### src/rtl/otter_mem_pkg.sv
// Shared types and defaults for the two-port memory arbiter.
package otter_mem_pkg;

    // Default number of consecutive blocked DMA cycles before DMA wins a tie.
    localparam int unsigned STARVE_LIMIT_DEFAULT = 4;

    // Read-return tracking: which requester owns the word arriving on mem_dout2.
    typedef enum logic [1:0] {
        ST_IDLE   = 2'd0,
        ST_CPU_RD = 2'd1,
        ST_DMA_RD = 2'd2
    } arb_state_e;

    // Counter width able to hold 0..limit; at least one bit.
    function automatic int unsigned ctr_width(input int unsigned limit);
        return (limit > 0) ? $clog2(limit + 1) : 1;
    endfunction

endpackage

### src/rtl/arb_starve_ctr.sv
// Saturating counter of consecutive cycles the DMA requester was refused.
module arb_starve_ctr
    import otter_mem_pkg::*;
#(
    parameter int unsigned LIMIT = STARVE_LIMIT_DEFAULT,
    parameter int unsigned CW    = ctr_width(LIMIT)
) (
    input  logic          clk,
    input  logic          RST,
    input  logic          inc,
    input  logic          clr,
    output logic [CW-1:0] cnt,
    output logic          sat
);

    localparam logic [CW-1:0] LIMIT_VAL = CW'(LIMIT);

    assign sat = (cnt == LIMIT_VAL);

    // Count refused cycles, hold at the limit, drop to zero once DMA is served.
    always_ff @(posedge clk) begin
        if (RST) begin
            cnt <= '0;
        end else if (clr) begin
            cnt <= '0;
        end else if (inc && !sat) begin
            cnt <= cnt + 1'b1;
        end
    end

endmodule

### src/rtl/mem_port2_arbiter.sv
// Arbitrates CPU and DMA onto a single memory port. CPU wins ties unless the
// DMA side has been refused STARVE_LIMIT cycles in a row. Reads return one
// cycle after grant; writes finish in the grant cycle.
module mem_port2_arbiter
    import otter_mem_pkg::*;
#(
    parameter int unsigned STARVE_LIMIT = STARVE_LIMIT_DEFAULT
) (
    input  logic        clk,
    input  logic        RST,
    // CPU side
    input  logic        cpu_rden,
    input  logic        cpu_we,
    input  logic [31:0] cpu_addr,
    input  logic [31:0] cpu_din,
    output logic        cpu_gnt,
    output logic        cpu_rvalid,
    output logic [31:0] cpu_dout,
    output logic        cpu_stall,
    // DMA side
    input  logic        dma_rden,
    input  logic        dma_we,
    input  logic [31:0] dma_addr,
    input  logic [31:0] dma_din,
    output logic        dma_gnt,
    output logic        dma_rvalid,
    output logic [31:0] dma_dout,
    // Memory side
    output logic        mem_rden2,
    output logic        mem_we2,
    output logic [31:0] mem_addr2,
    output logic [31:0] mem_din2,
    input  logic [31:0] mem_dout2
);

    localparam int unsigned CW = ctr_width(STARVE_LIMIT);

    arb_state_e    ps;
    arb_state_e    ns;
    logic          cpu_req;
    logic          dma_req;
    logic          starve_sat;
    logic [CW-1:0] starve_cnt;

    // A write takes precedence over a simultaneous read strobe.
    assign cpu_req = cpu_rden | cpu_we;
    assign dma_req = dma_rden | dma_we;

    arb_starve_ctr #(
        .LIMIT (STARVE_LIMIT),
        .CW    (CW)
    ) u_starve_ctr (
        .clk (clk),
        .RST (RST),
        .inc (dma_req & ~dma_gnt),
        .clr (dma_gnt),
        .cnt (starve_cnt),
        .sat (starve_sat)
    );

    // Grant selection and memory port steering; all quiet while in reset.
    always_comb begin
        cpu_gnt   = 1'b0;
        dma_gnt   = 1'b0;
        mem_rden2 = 1'b0;
        mem_we2   = 1'b0;
        mem_addr2 = '0;
        mem_din2  = '0;
        if (!RST) begin
            if (dma_req && (!cpu_req || starve_sat)) begin
                dma_gnt = 1'b1;
            end else if (cpu_req) begin
                cpu_gnt = 1'b1;
            end
        end
        if (cpu_gnt) begin
            mem_we2   = cpu_we;
            mem_rden2 = cpu_rden & ~cpu_we;
            mem_addr2 = cpu_addr;
            mem_din2  = cpu_din;
        end else if (dma_gnt) begin
            mem_we2   = dma_we;
            mem_rden2 = dma_rden & ~dma_we;
            mem_addr2 = dma_addr;
            mem_din2  = dma_din;
        end
    end

    assign cpu_stall = cpu_req & ~cpu_gnt & ~RST;

    // Return-owner state register.
    always_ff @(posedge clk) begin
        if (RST) begin
            ps <= ST_IDLE;
        end else begin
            ps <= ns;
        end
    end

    // Next owner of the returning read word, and read-data routing.
    always_comb begin
        ns         = ST_IDLE;
        cpu_rvalid = 1'b0;
        dma_rvalid = 1'b0;
        cpu_dout   = '0;
        dma_dout   = '0;
        if (cpu_gnt && cpu_rden && !cpu_we) begin
            ns = ST_CPU_RD;
        end else if (dma_gnt && dma_rden && !dma_we) begin
            ns = ST_DMA_RD;
        end
        // Gating by RST suppresses a return for a read granted just before reset.
        if (!RST) begin
            unique case (ps)
                ST_CPU_RD: begin
                    cpu_rvalid = 1'b1;
                    cpu_dout   = mem_dout2;
                end
                ST_DMA_RD: begin
                    dma_rvalid = 1'b1;
                    dma_dout   = mem_dout2;
                end
                default: ;
            endcase
        end
    end

endmodule
### config.mk
export PLATFORM = sky130hd
export DESIGN_NAME = mem_port2_arbiter
export DESIGN_NICKNAME = d
export VERILOG_FILES = /design/src/rtl/otter_mem_pkg.sv /design/src/rtl/arb_starve_ctr.sv /design/src/rtl/mem_port2_arbiter.sv
export SDC_FILE = /design/constraint.sdc
export NUM_CORES = 1
export LEC_CHECK = 0
export CAP_MARGIN = 15
export CORE_AREA = 5 5 114 116
export CTS_CLUSTER_DIAMETER = 80
export CTS_CLUSTER_SIZE = 16
export DETAILED_ROUTE_END_ITERATION = 10
export DIE_AREA = 0 0 119 121
export PLACE_DENSITY = 0.65
export REMOVE_ABC_BUFFERS = 1
export SLEW_MARGIN = 20
export SYNTH_ARGS = -nofsm -noshare
export SYNTH_HDL_FRONTEND = slang
export SYNTH_SLANG_ARGS = --single-unit
export TNS_END_PERCENT = 1
### constraint.sdc
create_clock -name clk -period 2.1 [get_ports clk]
set_input_delay 0.42 -clock clk [delete_from_list [all_inputs] [get_ports clk]]
set_output_delay 0.42 -clock clk [all_outputs]
set_load 0.02 [all_outputs]
==> results of run 1 <==
[synth_stat cells, drive strengths merged]
cell | n | area (sq um)
buf | 16 | 181
nor3 | 4 | 20.0
inv | 3 | 11.3
nor2 | 1 | 3.75
or2 | 1 | 6.26
nor2b | 1 | 6.26
a2bb2oi | 1 | 8.76
a2111oi | 1 | 8.76
nand2b | 66 | 413
dfxtp | 5 | 100
and2 | 65 | 407
mux2i | 65 | 651
nand3 | 1 | 5.00
a221oi | 1 | 8.76
a21oi | 2 | 13.8
o21ba | 1 | 10.0
clkbuf | 13 | 48.8
o21ai | 1 | 5.00
xnor2 | 1 | 8.76
ha | 2 | 25.0
nor3b | 3 | 32.5
a21bo | 1 | 10.0
nand2 | 65 | 244
and4bb | 1 | 12.5
and2b | 1 | 7.51
[per-stage QoR]
step / hold WS, ns / TNS [ns] / std cells / utilization [%] / total power, mW
6_report: 0.570 / -3.41 / 777 / 46.4 / 1.46
5_1_grt: 0.586 / -8.83 / 777 / 46.4 / 1.54
4_1_cts: 0.568 / -6.69 / 776 / 46.4 / 1.48
3_5_place_dp: 0.531 / -64.46 / 770 / 46.6 / 1.16
3_3_place_gp: 0.500 / -61.56 / 770 / 46.6 / 1.14
2_1_floorplan: 0.491 / -173.13 / 293 / - / 0.501
[cells by family after synthesis]
| logic type | share of synthesized area [%] |
|---|---|
| AO/OA/AOI/OAI | 2.89 |
| adder cells (fa/ha/maj) | 1.11 |
| AND/OR/NAND/NOR | 51.5 |
| flip-flops | 4.45 |
| XOR/XNOR | 0.390 |
| multiplexers | 28.9 |
| buffers and inverters | 10.7 |
[power groups by stage]
stage                     combinational, mW  sequential [mW]  clock, mW
after floorplan                       0.394            0.107          0
after global placement                 1.04            0.106          0
after detailed placement               1.05            0.106          0
after CTS                              1.05            0.107      0.323
after global routing                   1.10            0.108      0.326
final                                  1.03            0.107      0.317
[metal layers]
metal  vias to the layer above  GRT usage, %  share of wire (%)
met5                         -             0               0.11
met1                      1440          14.9                 34
met4                         2          4.34                1.6
li1                       1648             -                  -
met3                        15          6.34                 11
met2                       191          30.8                 53
[cell type report]
cell class	count	area, sq um	area share [%]
Multi-Input combinational cell	285	1970	35.9
Timing Repair Buffer	333	3140	57.3
Tap cell	147	184	3.36
Sequential cell	5	103	1.87
Inverter	3	11.3	0.205
Clock buffer	4	78.8	1.44
[sequential cells by signal, summed over array words and instances, names as in the netlist]
signal	count
u_starve_ctr.cnt	3
ps	2
[timing repair]
item,4_1_cts,5_1_grt
setup endpoints to repair,135,74
pin swaps,2,3
gates cloned,1,0
gates resized for setup,412,17
setup buffers,1,2
[path summary, 6_finish.rpt]
kind | start | endpoint | slack (ns)
setup / recovery | u_starve_ctr.cnt[1] | mem_din2[19] | -0.12
hold / removal | u_starve_ctr.cnt[2] | u_starve_ctr.cnt[2] | 0.57
setup reg to reg | u_starve_ctr.cnt[1] | u_starve_ctr.cnt[1] | 0.62
hold reg to reg | u_starve_ctr.cnt[2] | u_starve_ctr.cnt[2] | 0.57
[critical path: cells and delay by family, from the launching register on]
| family | cells | cell delay [ns] |
|---|---|---|
| muxes | 1 | 0.23 |
| AOI/OAI and AO/OA | 1 | 0.23 |
| DFF | 1 | 0.32 |
| and+or+nand+nor | 1 | 0.06 |
| adders and majority gates | 1 | 0.15 |
| buffers and inverters | 4 | 0.56 |
==> results.toml, run 1 <==
[timing]
fin_worst_skew_ns = 0.000462
finalCritPeriodShare_pct = 106
setup_ws_ns = -0.119
slew_violations = 0
rsz0062_at_grt = "true"
hold_violations = 0
timing.fmax_mhz = 451
tightest_slew_ns = 0.371
max_slew_margin_pct = 75.3
period_needed_ns = 2.22
setup_viol = 58

[clock_tree]
root_buffer = "clkbuf_16"
cts_buffer_depth = 2
cts_made_buffers = 3
clkTransAtPathRegs_ns = 0.03
hold_buffers = 0
clock_latency_ns = 0.23
cts_tree = "built"
htreeDepth = 1
clock_sinks = 5

[hold_path]
whs_path_depth = 2
hold_path_class = "flip-flop to flip-flop"

[global_routing]
antenna_found_initial = 1
grt_usage_pct = 15.7
grt_pass1_vias = 3517
grt_pass1_wl_um = 18300
grt_max_degree = 52
overflow = 0

[critical_path]
arrival_ns = 1.80
cp_slowest_stage_delay_ns = 0.32
worstPathRequired_ns = 1.68
worstPathMaxFanout = 14
cp-end-kind = "output port"
critPathKind = "flip-flop to output port"
r2r_cells = 7
path_common_cell = "buf_12"
cpMaxStageDelayCell = "dfxtp_2"
worstSetupStartpointType = "flip-flop"
path_cells = "inv_2, ha_4, nand2_4, a21oi_4, buf_12, buf_12, mux2i_1, buf_4"

[die]
rows = 40
ioPinCount = 301
initial_core_util_pct = 19.0
die_h_um = 121
die_area_sq_um = 14400
coreArea_sq_um = 11800
die-width_um = 119

[power_and_ir_drop]
seqPwrFrac_pct = 7.3
combPwrFrac_pct = 70.9
p_per_area_nw_per_um2 = 266
swShare_pct = 34.6
max-vdd-ir-drop_mv = 0.141
switching_power_mw = 0.503
power.internal_mw = 0.953
p_leak_nw = 2.58
p_clk_share_pct = 21.8

[placed_design]
hpwlAfterDp_um = 10700
numPortBuffers = 300
preCtsSetupSlack_ns = -0.890
gp_congestion = 0.759
place_area_sq_um = 5500

[cells_and_area]
area_delta_synth_final_pct = 144
final_cell_mix = "clkdlybuf4s50_1 (160), buf_4 (73), nand2b_1 (66)"
final_cell_area_sq_um = 5480
final_nets = 799
diodes = 0
layout-drive-gt1-share_pct = 19.5
final_common_cell = "clkdlybuf4s50_1"
fillerInstances = 1190

[job]
drv_cap = 0

[drt]
drc_errors = 0
drt_pass1_iterations = 4
routed_via_density = 4.24
detail_route.iter0.violations = 73
drt_wl_total_um = 12300
route.vias.total = 3296
postRouteAntennaNets = 0
route.detailed.wl_per_inst_um = 15.9

[status]
status = "complete, but fails checks"
violations = "negative setup slack"

[synth]
ys_types = 30
syn_area_per_cell_sq_um = 6.98
syn_inst = 322
synth_area_sq_um = 2250
ys_seq_elements = 5
ys.warnings.count = 0
seq_area_frac_synth_pct = 4.45
No activity file was read; power rests on OpenSTA's default activity.
==> run 2, diff against run 1 <==
- CORE_AREA: 5 5 114 116 -> 2 2 118 120
- DIE_AREA: 0 0 119 121 -> 0 0 120 122
- PLACE_DENSITY: 0.65 -> 0.59
==> run 2 against run 1 <==
Against the previous run:
- the flow still finishes with violations (negative setup slack)
- final cell count is 4.8% higher
- clock-buffer cell count did not move
- global-route usage shrank 1.0 points
- non-clock buffer count up 3
- combinational power up 5%
==> results.toml, run 2 (same netlist as run 1, synthesis figures left out) <==
[critical_path]
crit_start = "u_starve_ctr.cnt[1]"
r2r_cells = 8
arrival_ns = 1.77
worstSetupStartpointType = "flip-flop"
cp-end-kind = "output port"
worstPathMaxFanout = 7
worstPathRequired_ns = 1.68
r2r_start = "u_starve_ctr.cnt[1]"
critPathKind = "flip-flop to output port"

[global_routing]
grt_pass1_vias = 3289
grt_usage_pct = 14.7
grt_max_degree = 59
antenna_found_initial = 1
overflow = 0
grt_pass1_wl_um = 17000

[timing]
tns_ns = -3.34
tightest_slew_ns = 0.447
fin_hold_ws_ns = 0.624
finalCritPeriodShare_pct = 105
max_slew_margin_pct = 70.2
fin_worst_skew_ns = 0.00213
hold_violations = 0
timing.fmax_mhz = 456
setup_ws_ns = -0.0949
slew_violations = 0
rsz0062_at_grt = "true"
setup_viol = 63
period_needed_ns = 2.19

[cells_and_area]
largest_register = "u_starve_ctr.cnt"
fillerInstances = 1432
final_common_cell = "clkdlybuf4s50_1"
multi_input_area_sq_um = 2000
largest_reg_flops = 3
seqCellArea_sq_um = 103
area_delta_synth_final_pct = 153
largestRegisters = "u_starve_ctr.cnt (3), ps (2)"
layout-drive-gt1-share_pct = 21.0
final_nets = 802
final_cell_mix = "clkdlybuf4s50_1 (160), buf_4 (80), nand2b_1 (66)"

[die]
die-width_um = 120
die_area_sq_um = 14600
rows = 43
ioPinCount = 301
die_h_um = 122
coreArea_sq_um = 13500
initial_core_util_pct = 16.6

[power_and_ir_drop]
seqPwrFrac_pct = 7.1
p_clk_share_pct = 20.9
combPwrFrac_pct = 72.0
p_leak_nw = 2.64
switching_power_mw = 0.509
p_per_area_nw_per_um2 = 264
max-vdd-ir-drop_mv = 0.209
power.internal_mw = 0.988
swShare_pct = 34.0
total_power_mw = 1.50

[drt]
drt_pass1_iterations = 4
routed_via_density = 4.08
drc_errors = 0
detail_route.iter0.violations = 51
postRouteAntennaNets = 0
drt_wl_total_um = 12100
route.vias.total = 3318
route.detailed.wl_per_inst_um = 14.8

[clock_tree]
cts_made_buffers = 3
root_buffer = "clkbuf_16"
htreeDepth = 1
clock_sinks = 5
clkTransAtPathRegs_ns = 0.03
cts_tree = "built"
cts_buffer_depth = 2
clock_latency_ns = 0.23
hold_buffers = 0

[status]
status = "complete, but fails checks"
violations = "negative setup slack"

[hold_path]
min_from = "u_starve_ctr.cnt[0]"
hold_path_class = "flip-flop to flip-flop"
whs_path_depth = 3

[placed_design]
gp_congestion = 0.820
hpwlAfterDp_um = 10000
numPortBuffers = 300

[job]
drv_cap = 0
-- run 2: stage by stage --
stage / instance area (sq um) / util [%] / setup slack (ns) / std cells
after global placement: 5580 / 41.4 / -0.812 / 801
after CTS: 5440 / 40.3 / -0.109 / 806
after global routing: 5680 / 42.1 / -0.179 / 814
after floorplan: 2020 / - / -2.47 / 293
final: 5680 / 42.1 / -0.0949 / 814
after detailed placement: 5580 / 41.4 / -0.835 / 801
-- run 2: repair_timing --
| item | CTS | global route |
|---|---|---|
| hold endpoints to repair | 0 | 0 |
| setup endpoints to repair | 135 | 73 |
| buffers inserted | 0 | 2 |
| pin swaps | 3 | 3 |
| gates resized for setup | 413 | 40 |
| gates cloned | 1 | 5 |
-- run 2: power by group through the flow --
stage                     sequential, mW  clock [mW]  combinational [mW]
final                              0.107       0.313                1.08
after global routing               0.107       0.329                1.15
after CTS                          0.105       0.318                1.02
after detailed placement           0.106           0                1.05
after global placement             0.105           0                1.05
after floorplan                    0.107           0               0.394
-- run 2: final timing paths --
| path | slack, ns | to |
|---|---|---|
| worst max-delay path | -0.09 | mem_addr2[12] |
| worst min-delay path | 0.62 | u_starve_ctr.cnt[0] |
| worst max register to register | 0.61 | u_starve_ctr.cnt[2] |
| worst min register to register | 0.62 | u_starve_ctr.cnt[0] |
-- run 2: worst max-delay path: stages, from the launching register on --
cell     delay [ns]
dfxtp_2        0.31
inv_2          0.06
ha_4           0.15
nand2_4        0.06
a21oi_4        0.24
buf_12         0.19
buf_12         0.14
mux2i_2        0.22
buf_4          0.17
-- run 2: layout make-up --
type / instances / share of cell area (%)
clock buffer: 4 / 1.39
multi-input combinational: 285 / 35.3
inverter: 3 / 0.198
timing repair buffer: 336 / 57.3
tap: 180 / 3.97
sequential: 5 / 1.81
antenna: 1 / 0.0441
-- run 2: layer usage --
metal  GRT usage (%)  share of wire, %
met5               0                 0
met4            2.35              0.68
met3            4.68               9.6
met2            30.2                55
met1            14.3                34
